<file path="src/rtl/wb_arbiter_pkg.sv">
// Shared types and defaults for the writeback arbiter.
// Optional feature macro: WB_BYPASS_EN (enables the decode bypass lookup).
package wb_arbiter_pkg;

    localparam int WB_WIDTH   = 32;
    localparam int WB_R_WIDTH = 5;
    localparam int WB_DEPTH   = 4;

    // Which element of the pending set loads the output register this cycle.
    typedef enum logic [1:0] {
        SRC_NONE,
        SRC_QUEUE,
        SRC_PIPE,
        SRC_MC
    } wb_src_e;

    // Width needed to hold an occupancy of 0..depth.
    function automatic int cnt_w(input int depth);
        return $clog2(depth + 1);
    endfunction

endpackage

</file>
<file path="src/rtl/wb_fifo.sv">
// Ordered pending-write queue: entry 0 is always the oldest.
// Accepts up to two pushes (a before b) and one pop per cycle; the pop
// is applied first so pushes land behind the surviving entries.
module wb_fifo
    import wb_arbiter_pkg::*;
#(
    parameter int EW    = 37,
    parameter int DEPTH = 4,
    localparam int CW   = cnt_w(DEPTH)
) (
    input  logic                       clk_i,
    input  logic                       rst_n_i,
    input  logic                       pop,
    input  logic                       push_a,
    input  logic [EW-1:0]              data_a,
    input  logic                       push_b,
    input  logic [EW-1:0]              data_b,
    output logic [CW-1:0]              count,
    output logic [DEPTH-1:0]           valid,
    output logic [DEPTH-1:0][EW-1:0]   entries
);

    localparam int IW = (DEPTH > 1) ? $clog2(DEPTH) : 1;

    logic [DEPTH-1:0][EW-1:0] mem, mem_nxt;
    logic [CW-1:0]            cnt, cnt_nxt;

    // Next queue contents: shift out the head, then append pushes in order.
    always_comb begin
        mem_nxt = mem;
        cnt_nxt = cnt;
        if (pop && cnt != '0) begin
            for (int i = 0; i < DEPTH - 1; i++) mem_nxt[i] = mem[i+1];
            mem_nxt[DEPTH-1] = '0;
            cnt_nxt = cnt - CW'(1);
        end
        if (push_a && cnt_nxt < CW'(DEPTH)) begin
            mem_nxt[cnt_nxt[IW-1:0]] = data_a;
            cnt_nxt = cnt_nxt + CW'(1);
        end
        if (push_b && cnt_nxt < CW'(DEPTH)) begin
            mem_nxt[cnt_nxt[IW-1:0]] = data_b;
            cnt_nxt = cnt_nxt + CW'(1);
        end
    end

    // Queue state; reset drops everything pending.
    always_ff @(posedge clk_i or negedge rst_n_i) begin
        if (!rst_n_i) begin
            mem <= '0;
            cnt <= '0;
        end else begin
            mem <= mem_nxt;
            cnt <= cnt_nxt;
        end
    end

    // Occupancy as per-entry valid bits for the bypass search.
    always_comb begin
        valid = '0;
        for (int i = 0; i < DEPTH; i++) valid[i] = CW'(i) < cnt;
    end

    assign count   = cnt;
    assign entries = mem;

endmodule

</file>
<file path="src/rtl/wb_arbiter.sv">
// Writeback arbiter: merges pipeline and multicycle results onto the single
// regfile write port through an ordered pending queue; r0 writes are dropped.
// Optional feature macro: WB_BYPASS_EN (bypass lookup for decode forwarding).
module wb_arbiter
    import wb_arbiter_pkg::*;
#(
    parameter int WIDTH   = WB_WIDTH,
    parameter int R_WIDTH = WB_R_WIDTH,
    parameter int DEPTH   = WB_DEPTH
) (
    input  logic               clk_i,
    input  logic               rst_n_i,
    input  logic               pipe_valid_d,
    input  logic [R_WIDTH-1:0] pipe_addr_d,
    input  logic [WIDTH-1:0]   pipe_data_d,
    input  logic               mc_valid_d,
    output logic               mc_ready_q,
    input  logic [R_WIDTH-1:0] mc_addr_d,
    input  logic [WIDTH-1:0]   mc_data_d,
    output logic               write_q,
    output logic [R_WIDTH-1:0] write_addr_q,
    output logic [WIDTH-1:0]   write_data_q,
    input  logic [R_WIDTH-1:0] query_addr_d,
    output logic               pending_hit_q,
    output logic [WIDTH-1:0]   pending_data_q
);

    localparam int EW = R_WIDTH + WIDTH;
    localparam int CW = cnt_w(DEPTH);
    localparam logic [CW-1:0] READY_MAX = CW'(DEPTH - 1);

    logic [CW-1:0]            q_count;
    logic [DEPTH-1:0]         q_valid;
    logic [DEPTH-1:0][EW-1:0] q_entries;

    logic          pipe_ok, mc_ok;
    logic          pop, push_a, push_b;
    logic [EW-1:0] data_a, data_b;
    wb_src_e       src;

    // One slot is always kept free for the pipeline, which cannot stall.
    assign mc_ready_q = q_count < READY_MAX;
    assign pipe_ok    = pipe_valid_d && pipe_addr_d != '0;
    assign mc_ok      = mc_valid_d && mc_ready_q && mc_addr_d != '0;

    // Oldest pending element goes to the output; the rest queue up behind.
    always_comb begin
        src    = SRC_NONE;
        pop    = 1'b0;
        push_a = 1'b0;
        push_b = 1'b0;
        data_a = {pipe_addr_d, pipe_data_d};
        data_b = {mc_addr_d, mc_data_d};
        if (q_count != '0) begin
            src    = SRC_QUEUE;
            pop    = 1'b1;
            push_a = pipe_ok;
            push_b = mc_ok;
        end else if (pipe_ok) begin
            src    = SRC_PIPE;
            push_a = mc_ok;
            data_a = {mc_addr_d, mc_data_d};
        end else if (mc_ok) begin
            src = SRC_MC;
        end
    end

    wb_fifo #(.EW(EW), .DEPTH(DEPTH)) u_fifo (
        .clk_i   (clk_i),
        .rst_n_i (rst_n_i),
        .pop     (pop),
        .push_a  (push_a),
        .data_a  (data_a),
        .push_b  (push_b),
        .data_b  (data_b),
        .count   (q_count),
        .valid   (q_valid),
        .entries (q_entries)
    );

    // Registered regfile write port; addr/data hold when idle.
    always_ff @(posedge clk_i or negedge rst_n_i) begin
        if (!rst_n_i) begin
            write_q      <= 1'b0;
            write_addr_q <= '0;
            write_data_q <= '0;
        end else begin
            write_q <= src != SRC_NONE;
            case (src)
                SRC_QUEUE: {write_addr_q, write_data_q} <= q_entries[0];
                SRC_PIPE:  {write_addr_q, write_data_q} <= {pipe_addr_d, pipe_data_d};
                SRC_MC:    {write_addr_q, write_data_q} <= {mc_addr_d, mc_data_d};
                default:   ;
            endcase
        end
    end

`ifdef WB_BYPASS_EN
    // Youngest match wins: output register is oldest, then queue in order.
    always_comb begin
        pending_hit_q  = 1'b0;
        pending_data_q = '0;
        if (query_addr_d != '0) begin
            if (write_q && write_addr_q == query_addr_d) begin
                pending_hit_q  = 1'b1;
                pending_data_q = write_data_q;
            end
            for (int i = 0; i < DEPTH; i++) begin
                if (q_valid[i] && q_entries[i][EW-1 -: R_WIDTH] == query_addr_d) begin
                    pending_hit_q  = 1'b1;
                    pending_data_q = q_entries[i][WIDTH-1:0];
                end
            end
        end
    end
`else
    // No forwarding: decode relies on its scoreboard.
    logic unused_bypass;
    assign unused_bypass  = ^{query_addr_d, q_valid, q_entries};
    assign pending_hit_q  = 1'b0;
    assign pending_data_q = '0;
`endif

endmodule

</file>
<file path="config.mk">
export PLATFORM = sky130hd
export DESIGN_NAME = wb_arbiter
export DESIGN_NICKNAME = d
export VERILOG_FILES = /design/src/rtl/wb_arbiter_pkg.sv /design/src/rtl/wb_fifo.sv /design/src/rtl/wb_arbiter.sv
export SDC_FILE = /design/constraint.sdc
export NUM_CORES = 1
export LEC_CHECK = 0
export ABC_CLOCK_PERIOD_IN_PS = 8290
export CORE_MARGIN = 5
export CORE_UTILIZATION = 60
export CTS_BUF_LIST = sky130_fd_sc_hd__clkbuf_8
export DETAILED_ROUTE_END_ITERATION = 12
export GPL_TIMING_DRIVEN = 0
export PLACE_DENSITY = 0.86
export SLEW_MARGIN = 20
export SYNTH_ARGS = -nofsm -noshare
export SYNTH_HDL_FRONTEND = slang
export SYNTH_HIERARCHICAL = 1
export SYNTH_SLANG_ARGS = --single-unit
</file>
<file path="constraint.sdc">
create_clock -name clk_i -period 8.29 [get_ports clk_i]
set_clock_uncertainty 0.2 [all_clocks]
set_input_delay 2.487 -clock clk_i [delete_from_list [all_inputs] [get_ports clk_i]]
set_output_delay 2.487 -clock clk_i [all_outputs]
set_load 0.02 [all_outputs]
</file>
# ---- Word level (Yosys, flattened, before mapping)
# Index checks and enable logic that the tools add are counted.
dict set report word_totals {
  reg_bits 189
  input_bits 83
  output_inout_bits 72
  elab_cells 57
}
dict set report classes {
  n_addsub 3
  order_cmp 7
  eq_ne 3
  n_mux 23
  n_reduce_logical 13
}
# operator n
set op_table {}
lappend op_table {{$mux 148} 3}
lappend op_table {{$bwmux 148} 2}
lappend op_table {{$demux 37 s2} 2}
lappend op_table {{$mux 37} 4}
lappend op_table {{$pmux 32 s3} 1}
lappend op_table {{$pmux 5 s3} 1}
lappend op_table {{$reduce_bool 5->1} 2}
lappend op_table {{$mux 3} 3}
lappend op_table {{$logic_and 1x1->1} 8}
lappend op_table {{$add 3x1->3 const B} 2}
lappend op_table {{$lt 2x3->1 const B} 2}
lappend op_table {{$lt 3x3->1 const B} 2}
lappend op_table {{$mux 2} 3}
lappend op_table {{$reduce_bool 3->1} 2}
lappend op_table {{$eq 2x2->1 const B} 2}
lappend op_table {{$ge 2x1->1 const B} 2}
lappend op_table {{$mux 1} 4}
lappend op_table {{$lt 3x2->1 const B} 1}
lappend op_table {{$sub 3x1->3 const B} 1}
lappend op_table {{$eq 2x1->1 const B} 1}
lappend op_table {{$reduce_bool 2->1} 1}

# ---- Longest topological paths before layout
# Gate-level depths: netlist of run 1.
dict set report depth {
  ltp_word 13
  ltp_mapped 15
  ltp_nobuf 11
}

# ---- Modules after synthesis
# Netlist of run 1, hierarchy kept.
# mod instances cells_each area_per_inst_um2 seq_area_each_um2
set by_module_without_submodules {}
lappend by_module_without_submodules {wb_fifo 1 830 8988.6 3778.6}
lappend by_module_without_submodules {wb_arbiter 1 329 3065.4 950.9}

# ---- Worst setup path after synthesis of run 1
# No wires, ideal clock.
dict set report synth_path {
  path_kind {input to register}
  startpoint {input port mc_addr_d[1]}
  endpoint {register u_fifo.mem (netlist bit u_fifo/entries[112])}
  setup_time_ns 0.125
  arrival_time_ns 5.096
  t_required_ns 7.965
  slack_ns 2.869
  path_stages 11
  n_path_buf 4
  path_cell_list {or4_1 > o211ai_2 > buf_6 > buf_8 > a21oi_1 > nand2_1 > nand4_1 > a211oi_2 > buf_2 > buf_2 > mux2_2}
}
# element line
set synth_lines {}
lappend synth_lines {{start: declaration} wb_arbiter.sv:18} ;# input logic [R_WIDTH-1:0] mc_addr_d,
lappend synth_lines {{end signal: assignment} wb_fifo.sv:53} ;# mem <= mem_nxt;
lappend synth_lines {{end: declaration} wb_fifo.sv:25} ;# logic [DEPTH-1:0][EW-1:0] mem, mem_nxt;

==> results.py, run 1 <==
metrics = {
    "finish": {
        "fin_cells": 1599,
        "final_area_um2": 14060,
        "area_growth_pct": 17.03,
        "final_core_util": 0.7180,
        "fill_cells": 1422,
        "drive_gt1_frac": 0.3421,
        "final_nets": 1409,
    },
    "setup_path": {
        "r2r_cells": 15,
        "cp-endpoint": "u_fifo/entries[119]$_DFF_PN0_",
        "cp_cell_sequence": "clkdlybuf4s50_1 -> or4_1 -> o211ai_2 -> buf_6 -> buf_8 -> a21oi_1 -> nand2_1 -> nand4_1 -> a211oi_2 -> buf_2 -> buf_2 -> mux2_2",
        "critPathSlowestCell": "or4_1",
        "critPathArrivalTime_ps": 6690,
        "rr_startpoint": "u_fifo/count[0]$_DFF_PN0_",
        "crit_required_ps": 8450,
        "worstPathMaxFanout": 10,
        "ff2ff_setup_slack_ps": 2230,
        "path_depth": 12,
        "crit_family": "buffers and inverters",
        "slowest_delay_ps": 620,
        "start_kind": "input port",
        "end_kind": "register",
        "cp.buffers_inverters": 5,
        "crit_start": "mc_addr_d[3]",
        "cpMostUsedCell": "buf_2",
        "r2r-end": "u_fifo/entries[119]$_DFF_PN0_",
        "crit_type": "in2reg",
    },
    "clocking": {
        "numCtsBuffers": 17,
        "cts_sinks": 189,
        "cts_hold_repair.buffers": 0,
        "cts.path.max_buffers": 2,
        "cts_tree": "done",
        "cts_resized": 0,
        "htreeDepth": 4,
        "cts_setup_buffers": 0,
        "worstSkewPairLatency_ps": 480,
        "path_clk_slew_ps": 90,
        "cts_root_buf": "clkbuf_8",
    },
    "pwr": {
        "finalPower_mw": 5.096,
        "clock_power_share": 0.119,
        "ir_drop_mv": 0.2060,
        "combPwrFrac": 0.597,
        "sequentialPowerShare": 0.284,
        "internal-power_mw": 2.942,
        "switching_share": 0.4228,
        "powerDensity_nw_per_um2": 362.3,
        "total_leakage_power_nw": 6.332,
        "p_sw_mw": 2.155,
    },
    "routing": {
        "postRouteAntennaNets": 0,
        "first_pass_iters": 6,
        "vias": 10490,
        "drt_iter0_markers": 1617,
        "vias_per_cell": 6.561,
        "wl_per_cell_um": 24.30,
        "routed_wl_um": 38860,
        "drcViolationCount": 0,
    },
    "sta": {
        "relSlewSlack": 0.3349,
        "rsz0062_at_grt": "false",
        "finalSetupViolations": 0,
        "hold_viol_final": 0,
        "fin_tns_setup_ps": 0,
        "worst_slew_pin_slew_ps": 997.7,
        "hold_slack_ps": 304.1,
        "fmax_ghz": 0.1531,
        "period_share": 0.7879,
        "maxSlewViolCount": 0,
        "post-route-min-period_ps": 6532,
        "finalWorstSetupSlack_ps": 1758,
    },
    "grt": {
        "gr-total-overflow": 0,
        "grt_pass1_vias": 10610,
        "grt_use_total": 0.3406,
        "grt_pass1_wl_um": 59400,
        "grt_max_degree": 91,
        "antenna_found_initial": 1,
    },
    "job": {
        "maxCapViolCount": 0,
    },
    "floorplanning": {
        "start_util": 0.6135,
        "fp.dieW_um": 151.5,
        "fp.dieH_um": 151.5,
        "design.core.area_um2": 19590,
        "rows": 51,
        "pin_count": 155,
        "die_area_um2": 22960,
    },
    "yosys": {
        "syn_area_um2": 12020,
        "yosysWarnings": 6,
        "syn_area_per_cell_um2": 10.42,
        "synthCells": 1153,
    },
    "placed_design": {
        "placed_area_um2": 13690,
        "port_buffers": 116,
        "place_ws_ps": 1435,
        "dp.cells": 1568,
        "dp_hpwl_um": 26140,
        "gp_congestion": 0.9769,
    },
    "outcome": {
        "outcome": "completed",
    },
    "hold_path": {
        "hp-class": "reg2reg",
    },
}
## routing by layer
| layer | track usage | wire length, µm | vias to the layer above |
|---|---|---|---|
| li1 | - | - | 4437 |
| met1 | 0.4480 | 14670 | 5091 |
| met2 | 0.5208 | 17550 | 783 |
| met3 | 0.08983 | 4714 | 180 |
| met4 | 0.1739 | 1925 | 0 |
| met5 | 0 | 0 | - |
## worst min path at each step
stage	end	slack [ps]	cells past startpoint	start
after CTS	write_data_q[28]$_DFFE_PN0P_	300	2	u_fifo/entries[28]$_DFF_PN0_
final	write_data_q[30]$_DFFE_PN0P_	300	2	u_fifo/entries[30]$_DFF_PN0_
after detailed placement	write_data_q[30]$_DFFE_PN0P_	280	2	u_fifo/entries[30]$_DFF_PN0_
after global placement	write_data_q[30]$_DFFE_PN0P_	270	2	u_fifo/entries[30]$_DFF_PN0_
after global routing	write_data_q[30]$_DFFE_PN0P_	330	2	u_fifo/entries[30]$_DFF_PN0_
after floorplan	write_data_q[25]$_DFFE_PN0P_	250	2	u_fifo/entries[25]$_DFF_PN0_
## power by group through the flow
stage	combinational, mW	clock, mW	sequential [mW]
finish	3.04	0.606	1.45
global route	3.18	0.644	1.49
CTS	2.95	0.601	1.44
detailed placement	2.93	0	1.46
global placement	2.83	0	1.45
floorplan	2.00	0	1.50
## layout make-up
type                            instances  area, µm²  share of cell area
Antenna cell                            1      2.502           0.0001779
Clock buffer                           22      302.8             0.02153
Tap cell                              265      331.6             0.02357
Sequential cell                       189       4730              0.3363
Timing Repair Buffer                  118       1221             0.08683
Buffer                                122      693.2             0.04928
Clock inverter                          8      68.82            0.004893
Multi-Input combinational cell        865       6681              0.4750
Inverter                                9      33.78            0.002402
## placed cells by master, fill, tap and decap left out, types with 33 or more instances in the layout
cell type,n
mux2_2,330
dfrtp_1,189
nand2_1,167
clkdlybuf4s50_1,115
o21ai_0,66
buf_4,42
nor2_1,41
a31oi_1,39
nand3_1,38
conb_1,33
## flip-flops by register name (all words and copies together) (netlist names)
signal,flops
u_fifo/entries,148
write_addr_q,5
write_data_q,32
write_q,1
u_fifo/count,3
## worst reg2reg max path, delay by kind of cell (launching register included)
family / cells / cell delay [ps]
AOI/OAI and AO/OA: 2 / 530
adders and majority gates: 1 / 280
buffers and inverters: 7 / 2710
DFF: 1 / 510
muxes: 1 / 400
and+or+nand+nor: 4 / 1330
No activity file was read; power rests on OpenSTA's default activity.
==> run 2, diff against run 1 <==
--- a/config.mk
+++ b/config.mk
@@ -5,13 +5,13 @@
 export SDC_FILE = /design/constraint.sdc
 export NUM_CORES = 1
 export LEC_CHECK = 0
-export ABC_CLOCK_PERIOD_IN_PS = 8290
+export ABC_CLOCK_PERIOD_IN_PS = 6800
 export CORE_MARGIN = 5
-export CORE_UTILIZATION = 60
+export CORE_UTILIZATION = 58
 export CTS_BUF_LIST = sky130_fd_sc_hd__clkbuf_8
 export DETAILED_ROUTE_END_ITERATION = 12
 export GPL_TIMING_DRIVEN = 0
-export PLACE_DENSITY = 0.86
+export PLACE_DENSITY = 0.83
 export SLEW_MARGIN = 20
 export SYNTH_ARGS = -nofsm -noshare
 export SYNTH_HDL_FRONTEND = slang
==> constraint.sdc (replaced) <==
create_clock -name clk_i -period 6.8 [get_ports clk_i]
set_clock_uncertainty 0.2 [all_clocks]
set_input_delay 2.04 -clock clk_i [delete_from_list [all_inputs] [get_ports clk_i]]
set_output_delay 2.04 -clock clk_i [all_outputs]
set_load 0.02 [all_outputs]
==> run 2 against run 1 <==
Effect of this change:
- register-to-register slack worse by 1500 ps
- clock-buffer cell count stayed put
- total power increased by 22%
- sequential cell count did not move
- critical path depth shrank 1
- combinational power up 21%
- clock power grew 24%
- worst hold slack worse by 7.6 ps
- die area grew 3.2%
- routed wire length is 1.5% lower
==> results.py, run 2 (synthesized netlist as in run 1, its figures left out) <==
metrics = {
    "clocking": {
        "cts.path.max_buffers": 2,
        "htreeDepth": 4,
        "cts_tree": "done",
        "worstSkewPairLatency_ps": 480,
        "cts_resized": 0,
        "cts_root_buf": "clkbuf_8",
        "cts_hold_repair.buffers": 0,
        "cts_sinks": 189,
        "path_clk_slew_ps": 100,
        "numCtsBuffers": 17,
        "cts_setup_buffers": 0,
    },
    "job": {
        "maxCapViolCount": 0,
    },
    "pwr": {
        "powerDensity_nw_per_um2": 441.1,
        "total_leakage_power_nw": 6.324,
        "finalPower_mw": 6.213,
        "ir_drop_mv": 0.2206,
    },
    "placed_design": {
        "gp_congestion": 0.9517,
        "place_ws_ps": 292.9,
        "dp_hpwl_um": 26000,
        "dp.cells": 1573,
        "port_buffers": 116,
    },
    "finish": {
        "fin_cells": 1604,
        "final_nets": 1409,
        "final_core_util": 0.6939,
        "most-common-layout-cells": "mux2_2 (330), dfrtp_1 (189), nand2_1 (167)",
        "area_growth_pct": 17.21,
        "final_common_cell": "mux2_2",
        "diodes": 0,
        "largest_reg_flops": 148,
        "drive_gt1_frac": 0.3433,
    },
    "setup_path": {
        "end_kind": "register",
        "crit_required_ps": 6980,
        "critPathArrivalTime_ps": 6420,
        "rr_startpoint": "u_fifo/count[0]$_DFF_PN0_",
        "crit_type": "in2reg",
        "start_kind": "input port",
        "worstPathMaxFanout": 10,
        "crit_start": "mc_addr_d[3]",
    },
    "routing": {
        "postRouteAntennaNets": 0,
        "drt_iter0_markers": 1202,
        "wl_per_cell_um": 23.86,
        "drt-met1-wl_um": 14550,
        "routed_wl_um": 38280,
        "vias": 10360,
        "wl_met2_um": 17420,
        "top_layer": "met4",
        "met3RoutedLength_um": 4371,
        "drcViolationCount": 0,
        "first_pass_iters": 6,
        "vias_per_cell": 6.456,
    },
    "sta": {
        "worst_slew_pin_slew_ps": 974.5,
        "post-route-min-period_ps": 6249,
        "hold_slack_ps": 296.4,
        "relSlewSlack": 0.3483,
        "maxSlewViolCount": 0,
        "period_share": 0.9189,
        "rsz0062_at_grt": "false",
        "finalWorstSetupSlack_ps": 551.4,
        "finalSetupViolations": 0,
        "hold_viol_final": 0,
        "fmax_ghz": 0.1600,
    },
    "grt": {
        "grt_use_total": 0.3167,
        "grt_pass1_vias": 10540,
        "grt_max_degree": 96,
        "grt_pass1_wl_um": 59170,
        "antenna_found_initial": 0,
        "gr-total-overflow": 0,
    },
    "floorplanning": {
        "pin_count": 155,
        "rows": 52,
        "die_area_um2": 23700,
        "design.core.area_um2": 20300,
        "fp.dieH_um": 153.9,
        "fp.dieW_um": 153.9,
        "start_util": 0.5920,
    },
    "hold_path": {
        "hp-class": "reg2reg",
        "hp-start": "u_fifo/entries[28]$_DFF_PN0_",
    },
    "outcome": {
        "outcome": "completed",
    },
}
-- run 2: changes by cell type in the layout (fill, tap and decap cells not counted), sizes merged --
| cell | previous run | this run |
|---|---|---|
| clkinv | 4 | 2 |
| clkinvlp | 0 | 3 |
| diode | 1 | 0 |
-- run 2: cell type report --
class | count | area [µm²]
repair buffers | 118 | 1221
plain buffers | 122 | 693.2
clock inverters | 9 | 86.33
inverters | 9 | 33.78
fillers | 1487 | 6213
multi-input cells | 865 | 6681
flip-flops and latches | 189 | 4730
clock buffers | 22 | 302.8
well taps | 270 | 337.8
-- run 2: per-layer routing --
metal  vias to the layer above  track usage
met1                      5043       0.4027
met5                         -            0
li1                       4428            -
met2                       714       0.4923
met3                       170      0.09725
met4                         0       0.1543
-- run 2: through the flow --
stage	TNS (ps)	cell area (µm²)
6_report	0	14090
5_1_grt	0	14090
3_3_place_gp	-877640	13640
2_1_floorplan	0	12140
3_5_place_dp	0	13700
4_1_cts	0	14090
-- run 2: path summary, 6_finish.rpt --
path / slack [ps] / cells after the start / to
min in group asynchronous: 1360 / 2 / u_fifo/entries[22]$_DFF_PN0_
max: 550 / 11 / u_fifo/entries[94]$_DFF_PN0_
min: 300 / 2 / write_data_q[28]$_DFFE_PN0P_
max in group asynchronous: 4200 / 3 / u_fifo/count[2]$_DFF_PN0_
max reg2reg: 740 / 14 / u_fifo/entries[94]$_DFF_PN0_
min reg2reg: 300 / 2 / write_data_q[28]$_DFFE_PN0P_
-- run 2: power breakdown --
part / internal [mW] / switching, mW
Sequential: 1.54 / 0.229
Combinational: 1.71 / 1.98
Clock: 0.337 / 0.416
-- run 2: critical path, cell delays in order --
cell and delay, ps:
clkdlybuf4s50_1 570, or4_1 620, o211ai_2 480, buf_6 240, buf_8 190, a21oi_1 170
nand2_1 190, nand4_1 370, a211oi_4 900, buf_6 280, mux2_2 360
